$ cat config.mk
export PLATFORM = sky130hd
export DESIGN_NAME = pc_unit_flat
export DESIGN_NICKNAME = d
export VERILOG_FILES = /design/src/rtl/pc_unit_if.sv /design/src/rtl/pc_unit.sv /design/src/flat_wrapper.sv
export SDC_FILE = /design/constraint.sdc
export NUM_CORES = 1
export LEC_CHECK = 0
export BUFFER_PORTS_ARGS = -buffer_cell sky130_fd_sc_hd__clkbuf_2
export CORE_ASPECT_RATIO = 1.75
export CORE_MARGIN = 1.5
export CORE_UTILIZATION = 50
export DETAILED_ROUTE_END_ITERATION = 7
export GPL_TIMING_DRIVEN = 0
export PLACE_DENSITY = 0.78
export SYNTH_ARGS = -nofsm -noshare
export SYNTH_HDL_FRONTEND = slang
export SYNTH_SLANG_ARGS = --single-unit
$ cat constraint.sdc
create_clock -name clk -period 5.1 [get_ports clk]
set_clock_uncertainty 0.2 [all_clocks]
set_input_delay 1.02 -clock clk [delete_from_list [all_inputs] [get_ports clk]]
set_output_delay 1.02 -clock clk [all_outputs]
set_load 0.05 [all_outputs]
$ cat src/rtl/pc_unit_if.sv
// rtl/pc_unit_if.sv - control, branch-operand and status bundle between the datapath and pc_unit
interface pc_unit_if #(
  parameter int WIDTH = 32,
  parameter int CNT_W = 32
);
  logic             stall;
  logic [2:0]       br_op;
  logic [WIDTH-1:0] cmp_a;
  logic [WIDTH-1:0] cmp_b;
  logic [15:0]      imm16;
  logic             j;
  logic             jal;
  logic             jr;
  logic [25:0]      instr_index;
  logic [WIDTH-1:0] gpr_rs;
  logic             exc_req;
  logic             eret;
  logic [WIDTH-1:0] pc;
  logic [WIDTH-1:0] jal_out;
  logic             redirect;
  logic             pend_valid;
  logic             misalign;
  logic [CNT_W-1:0] retire_cnt;
  logic [CNT_W-1:0] taken_cnt;

  modport master (
    output stall, br_op, cmp_a, cmp_b, imm16, j, jal, jr, instr_index, gpr_rs, exc_req, eret,
    input  pc, jal_out, redirect, pend_valid, misalign, retire_cnt, taken_cnt
  );

  modport slave (
    input  stall, br_op, cmp_a, cmp_b, imm16, j, jal, jr, instr_index, gpr_rs, exc_req, eret,
    output pc, jal_out, redirect, pend_valid, misalign, retire_cnt, taken_cnt
  );
endinterface

$ cat src/rtl/pc_unit.sv
// rtl/pc_unit.sv - registered program counter with branch/jump selection, stall capture and counters (optional PC_EXC_EN)
module pc_unit #(
  parameter int               WIDTH      = 32,
  parameter logic [WIDTH-1:0] RESET_PC   = 32'h0000_3000,
  parameter int               PC_STEP    = 4,
  parameter int               CNT_W      = 32,
  parameter logic [WIDTH-1:0] EXC_VECTOR = 32'h0000_4180
) (
  input logic     clk,
  input logic     reset,
  pc_unit_if.slave bus
);

  localparam logic [2:0] BR_BEQ  = 3'd1;
  localparam logic [2:0] BR_BNE  = 3'd2;
  localparam logic [2:0] BR_BLEZ = 3'd3;
  localparam logic [2:0] BR_BGTZ = 3'd4;
  localparam logic [2:0] BR_BLTZ = 3'd5;
  localparam logic [2:0] BR_BGEZ = 3'd6;

  // RUN: follow the selected target; HOLD: a redirect captured under stall is waiting
  typedef enum logic {ST_RUN = 1'b0, ST_HOLD = 1'b1} state_e;

  state_e           state_q, state_d;
  logic [WIDTH-1:0] pc_q, pc_d;
  logic [WIDTH-1:0] pend_target_q, pend_target_d;
  logic [CNT_W-1:0] retire_q, retire_d;
  logic [CNT_W-1:0] taken_q, taken_d;

  logic [WIDTH-1:0] seq, br_tgt, j_tgt, target;
  logic             br_taken, redirect, exc_take;
  logic             a_neg, a_zero;

`ifdef PC_EXC_EN
  logic [WIDTH-1:0] epc_q, epc_d;
`else
  logic             unused_exc;
  assign unused_exc = bus.exc_req ^ bus.eret;
`endif

  assign seq    = pc_q + WIDTH'(PC_STEP);
  assign br_tgt = seq + {{(WIDTH-18){bus.imm16[15]}}, bus.imm16, 2'b00};
  assign j_tgt  = {seq[WIDTH-1:28], bus.instr_index, 2'b00};
  assign a_neg  = bus.cmp_a[WIDTH-1];
  assign a_zero = (bus.cmp_a == '0);

  // state register and all datapath flops; reset overrides everything
  always_ff @(posedge clk) begin
    if (reset) begin
      state_q       <= ST_RUN;
      pc_q          <= RESET_PC;
      pend_target_q <= '0;
      retire_q      <= '0;
      taken_q       <= '0;
`ifdef PC_EXC_EN
      epc_q         <= '0;
`endif
    end else begin
      state_q       <= state_d;
      pc_q          <= pc_d;
      pend_target_q <= pend_target_d;
      retire_q      <= retire_d;
      taken_q       <= taken_d;
`ifdef PC_EXC_EN
      epc_q         <= epc_d;
`endif
    end
  end

  // output logic: branch resolution and prioritised target selection for this cycle
  always_comb begin
    br_taken = 1'b0;
    case (bus.br_op)
      BR_BEQ:  br_taken = (bus.cmp_a == bus.cmp_b);
      BR_BNE:  br_taken = (bus.cmp_a != bus.cmp_b);
      BR_BLEZ: br_taken = a_neg | a_zero;
      BR_BGTZ: br_taken = ~a_neg & ~a_zero;
      BR_BLTZ: br_taken = a_neg;
      BR_BGEZ: br_taken = ~a_neg;
      default: br_taken = 1'b0;
    endcase
    target   = seq;
    redirect = 1'b1;
`ifdef PC_EXC_EN
    if (bus.eret)                 target = epc_q;
    else
`endif
    if (bus.jr)                   target = bus.gpr_rs;
    else if (bus.j || bus.jal)    target = j_tgt;
    else if (br_taken)            target = br_tgt;
    else                          redirect = 1'b0;
`ifdef PC_EXC_EN
    // a misaligned pc traps on the edge after it appears, just like an external request
    exc_take = bus.exc_req | (pc_q[1:0] != 2'b00);
`else
    exc_take = 1'b0;
`endif
  end

  // next-state logic: exception, HOLD release, RUN advance or capture under stall
  always_comb begin
    state_d       = state_q;
    pc_d          = pc_q;
    pend_target_d = pend_target_q;
    retire_d      = retire_q;
    taken_d       = taken_q;
`ifdef PC_EXC_EN
    epc_d         = epc_q;
`endif
    if (!bus.stall) retire_d = retire_q + CNT_W'(1);
    if (exc_take) begin
`ifdef PC_EXC_EN
      epc_d = pc_q;
`endif
      pc_d    = EXC_VECTOR;
      state_d = ST_RUN;
      taken_d = taken_q + CNT_W'(1);
    end else if (state_q == ST_HOLD) begin
      // first captured redirect wins; live controls are ignored on release
      if (!bus.stall) begin
        pc_d    = pend_target_q;
        state_d = ST_RUN;
        taken_d = taken_q + CNT_W'(1);
      end
    end else if (!bus.stall) begin
      pc_d = target;
      if (redirect) taken_d = taken_q + CNT_W'(1);
    end else if (redirect) begin
      pend_target_d = target;
      state_d       = ST_HOLD;
    end
  end

  assign bus.pc         = pc_q;
  assign bus.jal_out    = seq;
  assign bus.redirect   = redirect;
  assign bus.pend_valid = (state_q == ST_HOLD);
  assign bus.misalign   = (pc_q[1:0] != 2'b00);
  assign bus.retire_cnt = retire_q;
  assign bus.taken_cnt  = taken_q;

endmodule
$ cat src/flat_wrapper.sv
// flat-port wrapper written by rule: the top's interface ports become plain ports
module pc_unit_flat 
#(
  parameter int               WIDTH      = 32,
  parameter logic [WIDTH-1:0] RESET_PC   = 32'h0000_3000,
  parameter int               PC_STEP    = 4,
  parameter int               CNT_W      = 32,
  parameter logic [WIDTH-1:0] EXC_VECTOR = 32'h0000_4180
)
  (clk, reset, bus_stall, bus_br_op, bus_cmp_a, bus_cmp_b, bus_imm16, bus_j, bus_jal, bus_jr, bus_instr_index, bus_gpr_rs, bus_exc_req, bus_eret, bus_pc, bus_jal_out, bus_redirect, bus_pend_valid, bus_misalign, bus_retire_cnt, bus_taken_cnt);
  pc_unit_if #(.WIDTH(WIDTH), .CNT_W(CNT_W)) bus_i ();
  input logic clk;
  input logic reset;
  input wire logic [$bits(bus_i.stall)-1:0] bus_stall;
  input wire logic [$bits(bus_i.br_op)-1:0] bus_br_op;
  input wire logic [$bits(bus_i.cmp_a)-1:0] bus_cmp_a;
  input wire logic [$bits(bus_i.cmp_b)-1:0] bus_cmp_b;
  input wire logic [$bits(bus_i.imm16)-1:0] bus_imm16;
  input wire logic [$bits(bus_i.j)-1:0] bus_j;
  input wire logic [$bits(bus_i.jal)-1:0] bus_jal;
  input wire logic [$bits(bus_i.jr)-1:0] bus_jr;
  input wire logic [$bits(bus_i.instr_index)-1:0] bus_instr_index;
  input wire logic [$bits(bus_i.gpr_rs)-1:0] bus_gpr_rs;
  input wire logic [$bits(bus_i.exc_req)-1:0] bus_exc_req;
  input wire logic [$bits(bus_i.eret)-1:0] bus_eret;
  output wire logic [$bits(bus_i.pc)-1:0] bus_pc;
  output wire logic [$bits(bus_i.jal_out)-1:0] bus_jal_out;
  output wire logic [$bits(bus_i.redirect)-1:0] bus_redirect;
  output wire logic [$bits(bus_i.pend_valid)-1:0] bus_pend_valid;
  output wire logic [$bits(bus_i.misalign)-1:0] bus_misalign;
  output wire logic [$bits(bus_i.retire_cnt)-1:0] bus_retire_cnt;
  output wire logic [$bits(bus_i.taken_cnt)-1:0] bus_taken_cnt;
  assign bus_i.stall = bus_stall;
  assign bus_i.br_op = bus_br_op;
  assign bus_i.cmp_a = bus_cmp_a;
  assign bus_i.cmp_b = bus_cmp_b;
  assign bus_i.imm16 = bus_imm16;
  assign bus_i.j = bus_j;
  assign bus_i.jal = bus_jal;
  assign bus_i.jr = bus_jr;
  assign bus_i.instr_index = bus_instr_index;
  assign bus_i.gpr_rs = bus_gpr_rs;
  assign bus_i.exc_req = bus_exc_req;
  assign bus_i.eret = bus_eret;
  assign bus_pc = bus_i.pc;
  assign bus_jal_out = bus_i.jal_out;
  assign bus_redirect = bus_i.redirect;
  assign bus_pend_valid = bus_i.pend_valid;
  assign bus_misalign = bus_i.misalign;
  assign bus_retire_cnt = bus_i.retire_cnt;
  assign bus_taken_cnt = bus_i.taken_cnt;
  pc_unit #(.WIDTH(WIDTH), .RESET_PC(RESET_PC), .PC_STEP(PC_STEP), .CNT_W(CNT_W), .EXC_VECTOR(EXC_VECTOR)) u_core (.clk(clk), .reset(reset), .bus(bus_i));
endmodule
Word level (Yosys, flattened, before mapping)

Index checks and enable logic that the tools add are counted.

Bits in registers: 129
Bits in latches: 0
Bits in writable memories: 0
Bits in read-only memories: 0
Word-level logic and storage cells: 47
Memories: 0

Add/subtract/negate cells: 4
$mul: 0
Divide/modulo/power cells: 0
$lt $le $gt $ge: 0
Equal/unequal tests: 8
Shift-type cells: 0
Multiplexer cells: 18
Bitwise operators: 6
Reduce and logical (&&, ||, !) cells: 6

Operators with widths:

| cell                                                            | number |
|---|---|
| 32-bit two-way mux                                              | 10 |
| 32-bit by 1-bit adder with 32-bit output, second input constant | 2 |
| 32-bit by 3-bit adder with 32-bit output, second input constant | 1 |
| 32-bit adder                                                    | 1 |
| 32-bit == test                                                  | 1 |
| 32-bit logical NOT                                              | 1 |
| 32-bit inequality test                                          | 1 |
| 3-bit == test, second input constant                            | 3 |
| 1-bit two-way mux                                               | 7 |
| 3-bit by 2-bit == test with 1-bit output, second input constant | 2 |
| 1-bit case mux with 6 select lines                              | 1 |
| 1-bit NOT                                                       | 4 |
| 2-bit nonzero test                                              | 2 |
| 3-bit by 1-bit == test with 1-bit output, second input constant | 1 |
| 3-bit AND reduction                                             | 1 |
| 2-bit AND reduction                                             | 1 |
| 1-bit AND                                                       | 1 |
| 1-bit logical OR                                                | 1 |
| 1-bit bitwise OR                                                | 1 |

Logic depth before layout (Yosys ltp)

Word-level depth: 10
Gate-level depth with buffers: 17

Worst setup path before layout

No wires, ideal clock.

Kind: reg2reg
Start point: register u_core.pc_q[4] (netlist: u_core.bus.pc[4])
End point: register u_core.pend_target_q[31]
Setup time: 0.091 ns
Arrival: 4.775 ns
Slack: 0.034 ns
Cell stages (with the launch flop): 17
Path buffers: 1
Period minus slack after synthesis: 5.066 ns
Path through: dfxtp_1 > and3_1 > clkbuf_1 > nand3_1 > nor2_1 > nand4_1 > xnor2_1 > ha_1 > a211oi_1 > o21a_1 > o31a_1 > nor2b_1 > or4_1 > o211ai_1 > nand2_1 > xor2_1 > a311oi_1

Cells in the longest elaborated chain, start to end: 5

Ends and longest elaborated chain:

| item                                     | RTL line           | RTL |
|---|---|---|
| from (decl)                              | pc_unit.sv:25      | `logic [WIDTH-1:0] pc_q, pc_d;` |
| from (signal assigned)                   | pc_unit.sv:60      | `pc_q <= pc_d;` |
| 32-bit by 3-bit adder with 32-bit output | pc_unit.sv:41      | `assign seq = pc_q + WIDTH'(PC_STEP);` |
| net bus_jal_out[22]                      | flat_wrapper.sv:27 | `output wire logic [$bits(bus_i.jal_out)-1:0] bus_jal_out;` |
| 32-bit adder                             | pc_unit.sv:42      | `assign br_tgt = seq + {{(WIDTH-18){bus.imm16[15]}}, bus.imm16, 2'b00};` |
| 32-bit two-way mux                       | pc_unit.sv:90      | `else if (br_taken) target = br_tgt;` |
| 32-bit two-way mux                       | pc_unit.sv:89      | `else if (bus.j \|\| bus.jal) target = j_tgt;` |
| 32-bit two-way mux                       | pc_unit.sv:88      | `if (bus.jr) target = bus.gpr_rs;` |
| to (signal assigned)                     | pc_unit.sv:61      | `pend_target_q <= pend_target_d;` |
| to (decl)                                | pc_unit.sv:26      | `logic [WIDTH-1:0] pend_target_q, pend_target_d;` |

The timed path passes the listed nets, and every way through them passes these cells.
A chain may end at the register's enable or synchronous reset.

Final worst setup path

Start point: register u_core.pc_q[4] (netlist: u_core.bus.pc[4])
End point: register u_core.pend_target_q[25]

Cells in the longest elaborated chain, start to end: 5

Ends and longest elaborated chain:

| item                                         | RTL line |
|---|---|
| 32-bit by 3-bit adder with 32-bit output (*) | pc_unit.sv:41 |
| 32-bit adder                                 | pc_unit.sv:42 |
| 32-bit two-way mux (*)                       | pc_unit.sv:90 |
| 32-bit two-way mux (*)                       | pc_unit.sv:89 |
| 32-bit two-way mux (*)                       | pc_unit.sv:88 |

Mark *: on every way between the ends. The rest lies on a longest branch, timed or not.

==> impl_metrics.csv <==
group,metric,value,unit
logic_synthesis,postSynthCellCount,1198,
critical_path,worst-path-max-fanout,8,
critical_path,critical_path.top_delay_family,"simple AND/OR/NAND/NOR gates",
clocking,worst_setup_hold_path_clk_slew,0.06,ns
clocking,post_cts.repair.setup_buffers,0,
finish,stdcell_count,1740,
placement,detailed_place_hpwl,27700,um
run,drv_cap,0,
timing,grt_setup_unrepaired,"no",
placement,place.port_buffers,276,
detailed_routing,wl_met3,2890,um
critical_path,arrival_time_worst_endpoint,5.02,ns
clocking,cts_inserted_buffers,17,
critical_path,path_class,"reg -> reg",
clocking,cts_tree,"done",
floorplan,fp.dieArea,19200,sq um
detailed_routing,drt_wl_total,34900,um
finish,postLayoutCellArea,11500,sq um
detailed_routing,vias_per_cell,6.19,
finish,flow.area_growth_from_synthesis,25.3,%
finish,n_antenna_cell,0,
power,power.switching,0.00113,W
timing,max_slew_margin,0.461,
hold_path,hold_class,"reg -> reg",
logic_synthesis,yosys_most_used_dff,"sky130_fd_sc_hd__dfxtp_1",
timing,fmaxAchievable,206,MHz
power,clock_power_share,0.382,
floorplan,floorplan.die.width,105,um
timing,final.period_utilization,0.954,
detailed_routing,wl_per_cell,20.0,um
power,share_seq_of_total_power,0.341,
global_route,global_route.overflow_total,0,
critical_path,timing.critical_path.to_type,"flop",
floorplan,design.core.area,18000,sq um
timing,setup-violations-final,0,
timing,final_max_slew_viol_count,0,
critical_path,worstPathCellList,"and3_1 -> clkbuf_1 -> nand3_1 -> nor2_4 -> nand2_1 -> xnor2_2 -> ha_1 -> clkbuf_1 -> nand4_1 -> nor4_2 -> o311ai_2 -> a31oi_2 -> a211oi_1 -> xnor2_1 -> nand2_1 -> a311oi_2 -> o221a_1",
placement,place.detailed.instances,1708,
timing,final_hold_viol_count,0,
detailed_routing,dr.max_layer_used,"met4",
power,vdd.ir_drop.worst,0.272,mV
critical_path,timing.critical_path.buf_inv,2,
global_route,pin_count_of_the_biggest_net_entering_global_routing,22,
power,power.leakage,5.00,nW
logic_synthesis,post_synth_instance_area,9180,sq um
status,run_status,"completed",
power,power.switching_fraction,0.346,
placement,place_area,10900,sq um
floorplan,num_io_pins,280,
clocking,clk-insertion-delay-late,0.41,ns
timing,min_period,4.86,ns
power,power_per_cell_area,283,nW/um^2
critical_path,worst_path_max_delay_cell,"sky130_fd_sc_hd__dfxtp_2",
clocking,holdBufCountCts,0,
critical_path,critPathLaunchType,"flop",
floorplan,starting_density_of_the_core,0.511,
critical_path,crit_path_max_incr_delay,0.43,ns
finish,final_layout_size_suffix_gt1_frac,0.230,
logic_synthesis,number_of_flops_mapped_to_enable_cells_by_yosys,0,
clocking,ctsLongestPathBuffers,2,
clocking,clk_root_buffer_cell,"sky130_fd_sc_hd__clkbuf_16",
placement,place.gp.congestion,0.970,
detailed_routing,wl_met2,17000,um
detailed_routing,drt_pre_antenna_iters,7,
detailed_routing,drtIter0Drc,798,
power,comb_power_share,0.277,
detailed_routing,route.layer.met1.wl,12300,um
clocking,htreeDepth,4,
logic_synthesis,synth_area_per_cell,7.66,sq um
logic_synthesis,async_flop_share,0,
detailed_routing,drc_errors_left,0,
logic_synthesis,synth_warnings,0,
logic_synthesis,yosys_register_bits,129,
logic_synthesis,post_syn_nets,1387,
detailed_routing,vias,10800,
clocking,clock_net_sink_count,129,
global_route,grt_first_pass_wirelength,53700,um
finish,num-nets-final,1682,
floorplan,die_y_extent,182,um
global_route,grt.total_usage,0.356,
critical_path,data_required_time_at_the_worst_endpoint,5.25,ns
power,internal_power,0.00213,W
floorplan,placement_rows,65,
global_route,grt_pass1_vias,10600,
logic_synthesis,ys_seq_area_frac,0.281,
logic_synthesis,synth.distinct_cells,77,
global_route,initial_antenna_violation_count,0,
detailed_routing,remaining_antenna_violation_count_after_routing,0,
timing,max_slew.worst_pin.slew,0.808,ns
[final timing paths]
| kind | depth (start not counted) | endpoint | start | slack, ns |
|---|---|---|---|---|
| hold / removal | 2 | u_core.pend_target_q[24] | u_core.pend_target_q[24] | 0.26 |
| setup reg to reg | 17 | u_core.pend_target_q[25] | u_core.bus.pc[4] | 0.24 |
| hold reg to reg | 2 | u_core.pend_target_q[24] | u_core.pend_target_q[24] | 0.26 |
| setup / recovery | 17 | u_core.pend_target_q[25] | u_core.bus.pc[4] | 0.24 |
[layer usage]
| layer | global-route usage | vias up |
|---|---|---|
| li1 | - | 4997 |
| met1 | 0.364 | 4977 |
| met2 | 0.616 | 620 |
| met3 | 0.0850 | 175 |
| met4 | 0.284 | 0 |
| met5 | 0 | - |
[Yosys cell counts, types with 28 or more instances]
cell type / n / area (sq um)
sky130_fd_sc_hd__a211oi_1: 28 / 210
sky130_fd_sc_hd__a21oi_1: 56 / 280
sky130_fd_sc_hd__and3_1: 31 / 194
sky130_fd_sc_hd__clkbuf_1: 52 / 195
sky130_fd_sc_hd__dfxtp_1: 129 / 2580
sky130_fd_sc_hd__ha_1: 39 / 488
sky130_fd_sc_hd__nand2_1: 109 / 409
sky130_fd_sc_hd__nand3_1: 55 / 275
sky130_fd_sc_hd__nand4_1: 36 / 225
sky130_fd_sc_hd__nor2_1: 169 / 634
sky130_fd_sc_hd__nor3_1: 35 / 175
sky130_fd_sc_hd__nor4_1: 28 / 175
sky130_fd_sc_hd__o21ai_0: 43 / 215
sky130_fd_sc_hd__xnor2_1: 52 / 455
sky130_fd_sc_hd__xor2_1: 83 / 727
[area by class of cell]
cell class / instances / area, sq um
fill: 1623 / 6480
multi-input combinational: 980 / 6270
sequential: 129 / 2580
timing repair buffer: 276 / 1380
clock buffer: 18 / 439
tap: 234 / 293
buffer: 67 / 287
clock inverter: 14 / 164
inverter: 22 / 82.6
[sequential cells by signal, indices dropped and copies added (netlist names)]
name and flops:
u_core.bus.pc 32, u_core.bus.retire_cnt 32, u_core.bus.taken_cnt 32, u_core.pend_target_q 32
u_core.bus.pend_valid 1
[repair_timing]
action	CTS	global route
gates cloned	0	0
endpoints found under the setup margin	2	10
endpoints found under the hold margin	0	0
gates resized for setup	2	7
pin swaps	0	1
[stage by stage]
stage | TNS, ns | util | setup slack (ns) | hold slack (ns) | power [W]
after floorplan | 0 | - | 0.0339 | 0.237 | 0.00172
after CTS | 0 | 0.638 | 0.00954 | 0.259 | 0.00324
after global placement | -0.109 | 0.604 | -0.0770 | 0.243 | 0.00199
final | 0 | 0.640 | 0.235 | 0.260 | 0.00325
after global routing | 0 | 0.640 | 0.0566 | 0.283 | 0.00337
after detailed placement | -0.136 | 0.604 | -0.0871 | 0.251 | 0.00200
[power by group through the flow]
stage / clock network (W) / logic (W) / registers, W
floorplan: 0 / 0.000529 / 0.00119
detailed placement: 0 / 0.000876 / 0.00113
global placement: 0 / 0.000868 / 0.00112
global route: 0.00129 / 0.000964 / 0.00111
finish: 0.00124 / 0.000901 / 0.00111
CTS: 0.00125 / 0.000883 / 0.00110
[placed cells by master, fill, tap and decap left out, drive strengths merged, types with 6 or more instances in the layout]
| cell | synthesis | final |
|---|---|---|
| nand2b | 6 | 6 |
| o21a | 12 | 12 |
| buf | 13 | 13 |
| xnor2 | 52 | 52 |
| clkinv | 1 | 8 |
| a31oi | 12 | 12 |
| a21oi | 56 | 56 |
| o211ai | 14 | 14 |
| clkbuf | 54 | 348 |
| nand2 | 110 | 110 |
| nand4 | 36 | 36 |
| ha | 39 | 39 |
| dfxtp | 129 | 129 |
| nor2 | 170 | 170 |
| inv | 21 | 22 |
| o21ai | 46 | 46 |
| a311oi | 16 | 16 |
| a21o | 7 | 7 |
| o31ai | 10 | 10 |
| and2 | 7 | 7 |
| and4 | 15 | 15 |
| nand3 | 56 | 56 |
| a211oi | 29 | 29 |
| nor3 | 35 | 35 |
| o32ai | 13 | 13 |
| xor2 | 83 | 83 |
| or3 | 15 | 15 |
| and3 | 31 | 31 |
| nor4 | 28 | 28 |
[kinds of logic (layout without fill, tap and decap cells)]
group                    Yosys count  in the layout  synth area share
multiplexers                       5              5           0.00559
AND/OR/NAND/NOR                  531            531             0.282
adder cells (fa/ha/maj)           40             40            0.0554
AO/OA/AOI/OAI                    269            269             0.206
XOR/XNOR                         135            135             0.129
flip-flops                       129            129             0.281
buffers and inverters             89            397            0.0402
[worst min-delay path, cell delays in order (launching register included)]
cell                      delay, ns
sky130_fd_sc_hd__dfxtp_1       0.31
sky130_fd_sc_hd__nand2_1       0.05
sky130_fd_sc_hd__a21oi_1       0.05
Note: power is estimated with default switching activity, not from simulation.
